**config.mk**
```make
export PLATFORM = sky130hd
export DESIGN_NAME = gpio_freq_monitor
export DESIGN_NICKNAME = d
export VERILOG_FILES = /design/src/rtl/gpio_freq_monitor_pkg.sv /design/src/rtl/signal_synchronizer.sv /design/src/rtl/gpio_freq_monitor.sv
export SDC_FILE = /design/constraint.sdc
export NUM_CORES = 1
export LEC_CHECK = 0
export BUFFER_PORTS_ARGS = -buffer_cell sky130_fd_sc_hd__buf_2
export CAP_MARGIN = 5
export CORE_MARGIN = 5
export CORE_UTILIZATION = 50
export DETAILED_ROUTE_END_ITERATION = 16
export PLACE_DENSITY = 0.82
export SETUP_SLACK_MARGIN = 0.1
export SLEW_MARGIN = 10
export SYNTH_ARGS = -nofsm -noshare
export SYNTH_HDL_FRONTEND = slang
export SYNTH_HIERARCHICAL = 1
export SYNTH_SLANG_ARGS = --single-unit
```
**constraint.sdc**
```tcl
create_clock -name clk -period 4.3 [get_ports clk]
set_input_delay 0 -clock clk [delete_from_list [all_inputs] [get_ports clk]]
set_output_delay 0 -clock clk [all_outputs]
set_load 0.03 [all_outputs]
```
**src/rtl/gpio_freq_monitor_pkg.sv**
```systemverilog
// Shared types and helpers for the GPIO frequency monitor.
// Contents: FSM state encoding and a width-generic saturating increment.
package gpio_freq_monitor_pkg;

  typedef enum logic {
    IDLE    = 1'b0,
    MEASURE = 1'b1
  } state_t;

  localparam int unsigned SAT_MAX_WIDTH = 64;

  // Increments value but never exceeds all-ones at the given width (width <= 64).
  function automatic logic [SAT_MAX_WIDTH-1:0] sat_inc(
    input logic [SAT_MAX_WIDTH-1:0] value,
    input int unsigned              width
  );
    logic [SAT_MAX_WIDTH-1:0] limit;
    if (width >= SAT_MAX_WIDTH)
      limit = '1;
    else
      limit = (SAT_MAX_WIDTH'(1) << width) - SAT_MAX_WIDTH'(1);
    return (value >= limit) ? limit : value + SAT_MAX_WIDTH'(1);
  endfunction

endpackage

```
**src/rtl/signal_synchronizer.sv**
```systemverilog
// Multi-flop synchronizer for a single asynchronous input bit.
// Shared by the GPIO input blocks; chain resets to 0.
module signal_synchronizer #(
  parameter int unsigned STAGES = 2
) (
  input  logic clk,
  input  logic rst,
  input  logic d,
  output logic q
);

  (* ASYNC_REG = "TRUE" *) logic [STAGES-1:0] chain;

  always_ff @(posedge clk or posedge rst) begin
    if (rst)
      chain <= '0;
    else
      chain <= {chain[STAGES-2:0], d};
  end

  assign q = chain[STAGES-1];

endmodule

```
**src/rtl/gpio_freq_monitor.sv**
```systemverilog
// Measures edges per gate window, edge-to-edge period and loss of signal
// for an asynchronous single-ended input, all in the clk domain.
module gpio_freq_monitor
  import gpio_freq_monitor_pkg::*;
#(
  parameter int unsigned GATE_CYCLES = 156250,
  parameter int unsigned COUNT_WIDTH = 32,
  parameter int unsigned LOS_CYCLES  = 65536,
  parameter int unsigned SYNC_STAGES = 2
) (
  input  logic                   clk,
  input  logic                   rst,
  input  logic                   sig_in,
  input  logic                   en,
  output logic                   freq_valid,
  output logic [COUNT_WIDTH-1:0] freq_count,
  output logic                   freq_overflow,
  output logic                   period_valid,
  output logic [COUNT_WIDTH-1:0] period_cycles,
  output logic                   los
);

  localparam int unsigned GATE_W = $clog2(GATE_CYCLES);
  localparam int unsigned LOS_W  = $clog2(LOS_CYCLES + 1);
  localparam logic [GATE_W-1:0] GATE_LAST = GATE_W'(GATE_CYCLES - 1);
  localparam logic [LOS_W-1:0]  LOS_LIMIT = LOS_W'(LOS_CYCLES);

  state_t state, state_next;
  logic   active;
  logic   sync, hist, rise;
  logic   gate_last;
  logic   edge_sat, first_seen;
  logic [GATE_W-1:0]      gate_cnt;
  logic [COUNT_WIDTH-1:0] edge_cnt, edge_inc;
  logic [COUNT_WIDTH-1:0] period_cnt, period_inc;
  logic [LOS_W-1:0]       los_cnt, los_inc;

  signal_synchronizer #(
    .STAGES(SYNC_STAGES)
  ) u_sync (
    .clk(clk),
    .rst(rst),
    .d  (sig_in),
    .q  (sync)
  );

  always_ff @(posedge clk or posedge rst) begin
    if (rst) begin
      state <= IDLE;
      hist  <= 1'b0;
    end else begin
      state <= state_next;
      hist  <= sync;
    end
  end

  assign rise = sync & ~hist;

  // en=0 in MEASURE already counts as leaving, so nothing is recorded that cycle.
  always_comb begin
    state_next = state;
    active     = 1'b0;
    unique case (state)
      IDLE:    if (en) state_next = MEASURE;
      MEASURE: begin
        if (en) active = 1'b1;
        else    state_next = IDLE;
      end
      default: state_next = IDLE;
    endcase
  end

  always_comb begin
    gate_last  = (gate_cnt == GATE_LAST);
    edge_inc   = COUNT_WIDTH'(sat_inc(SAT_MAX_WIDTH'(edge_cnt), COUNT_WIDTH));
    period_inc = COUNT_WIDTH'(sat_inc(SAT_MAX_WIDTH'(period_cnt), COUNT_WIDTH));
    los_inc    = (los_cnt == LOS_LIMIT) ? los_cnt : los_cnt + LOS_W'(1);
  end

  always_ff @(posedge clk or posedge rst) begin
    if (rst) begin
      gate_cnt      <= '0;
      edge_cnt      <= '0;
      edge_sat      <= 1'b0;
      period_cnt    <= '0;
      first_seen    <= 1'b0;
      los_cnt       <= '0;
      freq_valid    <= 1'b0;
      freq_count    <= '0;
      freq_overflow <= 1'b0;
      period_valid  <= 1'b0;
      period_cycles <= '0;
      los           <= 1'b0;
    end else if (!active) begin
      gate_cnt     <= '0;
      edge_cnt     <= '0;
      edge_sat     <= 1'b0;
      period_cnt   <= '0;
      first_seen   <= 1'b0;
      los_cnt      <= '0;
      freq_valid   <= 1'b0;
      period_valid <= 1'b0;
      los          <= 1'b0;
    end else begin
      freq_valid   <= 1'b0;
      period_valid <= 1'b0;

      // A rise on the terminal cycle belongs to the closing window.
      if (gate_last) begin
        gate_cnt      <= '0;
        edge_cnt      <= '0;
        edge_sat      <= 1'b0;
        freq_count    <= rise ? edge_inc : edge_cnt;
        freq_overflow <= edge_sat | (rise & (edge_cnt == '1));
        freq_valid    <= 1'b1;
      end else begin
        gate_cnt <= gate_cnt + GATE_W'(1);
        if (rise) begin
          edge_cnt <= edge_inc;
          if (edge_cnt == '1) edge_sat <= 1'b1;
        end
      end

      // los_cnt restarts at 1 so the rise cycle itself counts as elapsed.
      if (rise) begin
        if (first_seen) begin
          period_cycles <= period_inc;
          period_valid  <= 1'b1;
        end
        period_cnt <= '0;
        first_seen <= 1'b1;
        los_cnt    <= LOS_W'(1);
        los        <= 1'b0;
      end else begin
        period_cnt <= period_inc;
        los_cnt    <= los_inc;
        los        <= (los_inc == LOS_LIMIT);
      end
    end
  end

endmodule

```
==> results.py <==
metrics = {
    "drt": {
        "via_count": 6335,
        "route.met3.wl_um": 873,
        "drtIter0Drc": 424,
        "wl_per_cell_um": 16.10,
        "drcViolationCount": 0,
        "highest_layer": "met4",
        "wl_met1_um": 7785,
        "ant_nets": 0,
        "routed_wl_um": 18000,
        "dr.pass1.iters": 5,
        "post_drt_via_cell_ratio": 5.666,
        "wl_met2_um": 8968,
    },
    "pwr": {
        "p_per_area_nw_per_um2": 381.7,
        "ir_drop_mv": 0.3167,
        "p_leak_nw": 4.123,
    },
    "floorplanning": {
        "die_area_um2": 18820,
        "io_pins": 72,
        "initial_core_util_pct": 50.93,
        "chipHeight_um": 137.2,
        "rows": 46,
        "die_w_um": 137.2,
        "coreArea_um2": 15890,
    },
    "outcome": {
        "status": "completed",
    },
    "finish": {
        "antennaDiodeCount": 0,
        "finalNonFillerCells": 1118,
        "layout-drive-gt1-share_pct": 14.08,
        "syn_to_final_growth_pct": 15.42,
        "final_common_cell": "dfrtp_1",
        "nNetsFinal": 899,
        "layout_common_cells": "dfrtp_1, nor2_1, buf_2",
    },
    "timing": {
        "max_freq_mhz": 368.1,
        "min_period_over_period_pct": 63.18,
        "hold_viol": 0,
        "period_minus_slack_ns": 2.717,
        "tns_ns": 0,
        "finClkSkew_ns": 0.01182,
        "holdWs_ns": 0.09448,
        "slew_headroom_pct": 24.63,
        "rsz0062_at_grt": "false",
        "worst_slew_pin_slew_ns": 1.120,
        "setup_viol_count_final": 0,
        "slew_violations": 0,
    },
    "placed_design": {
        "dpl.hpwl_um": 12000,
        "io_buffers": 71,
        "dp_cells": 1082,
        "gp_congestion": 0.8854,
    },
    "logic_synthesis": {
        "synth_area_um2": 8090,
        "syn_nets": 841,
        "ys_seq_elements": 173,
        "ys_types": 54,
        "ys.flop_type": "dfrtp_1",
        "async_flop_share_pct": 100.0,
        "syn_area_per_cell_um2": 9.736,
        "ys_seq_area_share_pct": 53.51,
        "yosysWarnings": 6,
        "syn_inst": 831,
        "synth_edf_count": 0,
    },
    "clocking": {
        "cts_tree": "built",
        "insertion_delay_ns": 0.44,
        "cts_made_buffers": 17,
        "cts.sinks": 173,
        "clk_pin_slew_ns": 0.06,
        "htree_levels": 4,
        "cts_buffer_depth": 2,
        "cts-root-buf": "clkbuf_16",
    },
    "worst_setup_path": {
        "cp_max_fo": 15,
        "critPathCaptureType": "flip-flop",
        "critPathKind": "reg -> reg",
        "cp.required_ns": 4.64,
        "worstPathArrival_ns": 3.06,
        "startpoint_type": "flip-flop",
    },
    "grt": {
        "grt_pass1_wl_um": 30400,
        "antenna_found_initial": 0,
        "grt_max_degree": 96,
        "overflow": 0,
        "grt_usage_pct": 20.35,
        "grt_pass1_vias": 6320,
    },
    "worst_hold_path": {
        "hold_path.class": "in -> async",
    },
    "job": {
        "maxCapViolCount": 0,
    },
}
-- metrics by stage --
step	instance area (µm²)	util (%)	power [mW]	worst slack [ns]
floorplan	8094	-	1.784	2.080
finish	9338	58.78	3.564	1.583
global route	9338	58.78	3.686	1.360
CTS	9338	58.78	3.601	1.605
global placement	8608	54.19	1.823	1.696
detailed placement	8608	54.19	1.827	1.579
-- cells in the mapped netlist (4+ instances only) --
cell type / count / share of area [%]
dfrtp_1: 173 / 54
nor2_1: 130 / 6.0
nand2_1: 63 / 2.9
a21oi_1: 62 / 3.8
xnor2_1: 45 / 4.9
nand3_1: 39 / 2.4
clkbuf_1: 32 / 1.5
nand4_1: 31 / 2.4
xor2_1: 31 / 3.4
nor3_1: 27 / 1.7
o21ai_0: 24 / 1.5
a31oi_1: 23 / 1.8
nor4_1: 20 / 1.5
and3_1: 17 / 1.3
inv_1: 11 / 0.51
and2_1: 10 / 0.77
and4_1: 7 / 0.76
a211oi_1: 6 / 0.56
buf_1: 6 / 0.28
ha_1: 6 / 0.93
mux2i_1: 6 / 0.74
nor2b_1: 6 / 0.46
mux2_2: 4 / 0.56
-- final cells by class --
| class | instances | area (µm²) |
|---|---|---|
| repair buffers | 82 | 460.4 |
| well taps | 216 | 270.3 |
| multi-input cells | 603 | 3540 |
| clock inverters | 13 | 236.5 |
| inverters | 12 | 48.80 |
| fillers | 1360 | 6548 |
| flip-flops and latches | 173 | 4329 |
| clock buffers | 19 | 452.9 |
-- path summary, 6_finish.rpt --
kind                                           startpoint                            end  slack, ns  depth (start not counted)
worst max register to register    period_cnt[0]$_DFF_PP0_  period_cycles[20]$_DFFE_PP0P_       1.58                          6
worst min register to register  u_sync/chain[0]$_DFF_PP0_      u_sync/chain[1]$_DFF_PP0_       0.35                          0
min in group clk                                       en                state$_DFF_PP0_       0.25                          2
worst max-delay path              period_cnt[0]$_DFF_PP0_  period_cycles[20]$_DFFE_PP0P_       1.58                          6
max in group asynchronous                             rst  period_cycles[10]$_DFFE_PP0P_       3.13                          4
worst min-delay path                                  rst           los_cnt[8]$_DFF_PP0_       0.09                          3
-- power breakdown --
part | switching [mW] | internal, mW
sequential | 0.0130 | 1.65
clock | 0.644 | 1.12
combinational | 0.104 | 0.0321
-- layer usage --
layer | vias to the layer above | global-route usage, %
li1 | 3037 | -
met1 | 3096 | 25.50
met2 | 168 | 34.09
met3 | 34 | 4.931
met4 | 0 | 8.038
met5 | - | 0
-- registers in the layout, summed over array words and instances (netlist names) --
register / flops
edge_cnt: 32
u_sync/chain: 2
los: 1
period_valid: 1
freq_count: 32
edge_sat: 1
freq_overflow: 1
state: 1
gate_cnt: 18
first_seen: 1
hist: 1
los_cnt: 17
freq_valid: 1
period_cnt: 32
period_cycles: 32
-- what timing repair did --
action / 4_1_cts / 5_1_grt
hold buffers: 4 / 0
hold endpoints to repair: 54 / 0
endpoints found under the setup margin: 0 / 0
buffers inserted: 0 / 0
gates resized for setup: 0 / 0
-- cell families after synthesis --
logic type	count (synthesis)	share of synthesized area [%]
xor+xnor	76	8.228
fa+ha+maj	6	0.9279
compound gates	133	9.589
mux	11	1.438
flops	173	53.51
simple gates	377	23.57
buf+inv	55	2.737
-- critical path, stage by stage (launching register included) --
cell     delay (ns)
dfrtp_1        0.43
ha_1           0.29
nand2_1        0.13
or3_1          0.60
nor4_4         0.80
nor3_1         0.18
o21ai_0        0.20
Power figures use the tool's default switching activity.
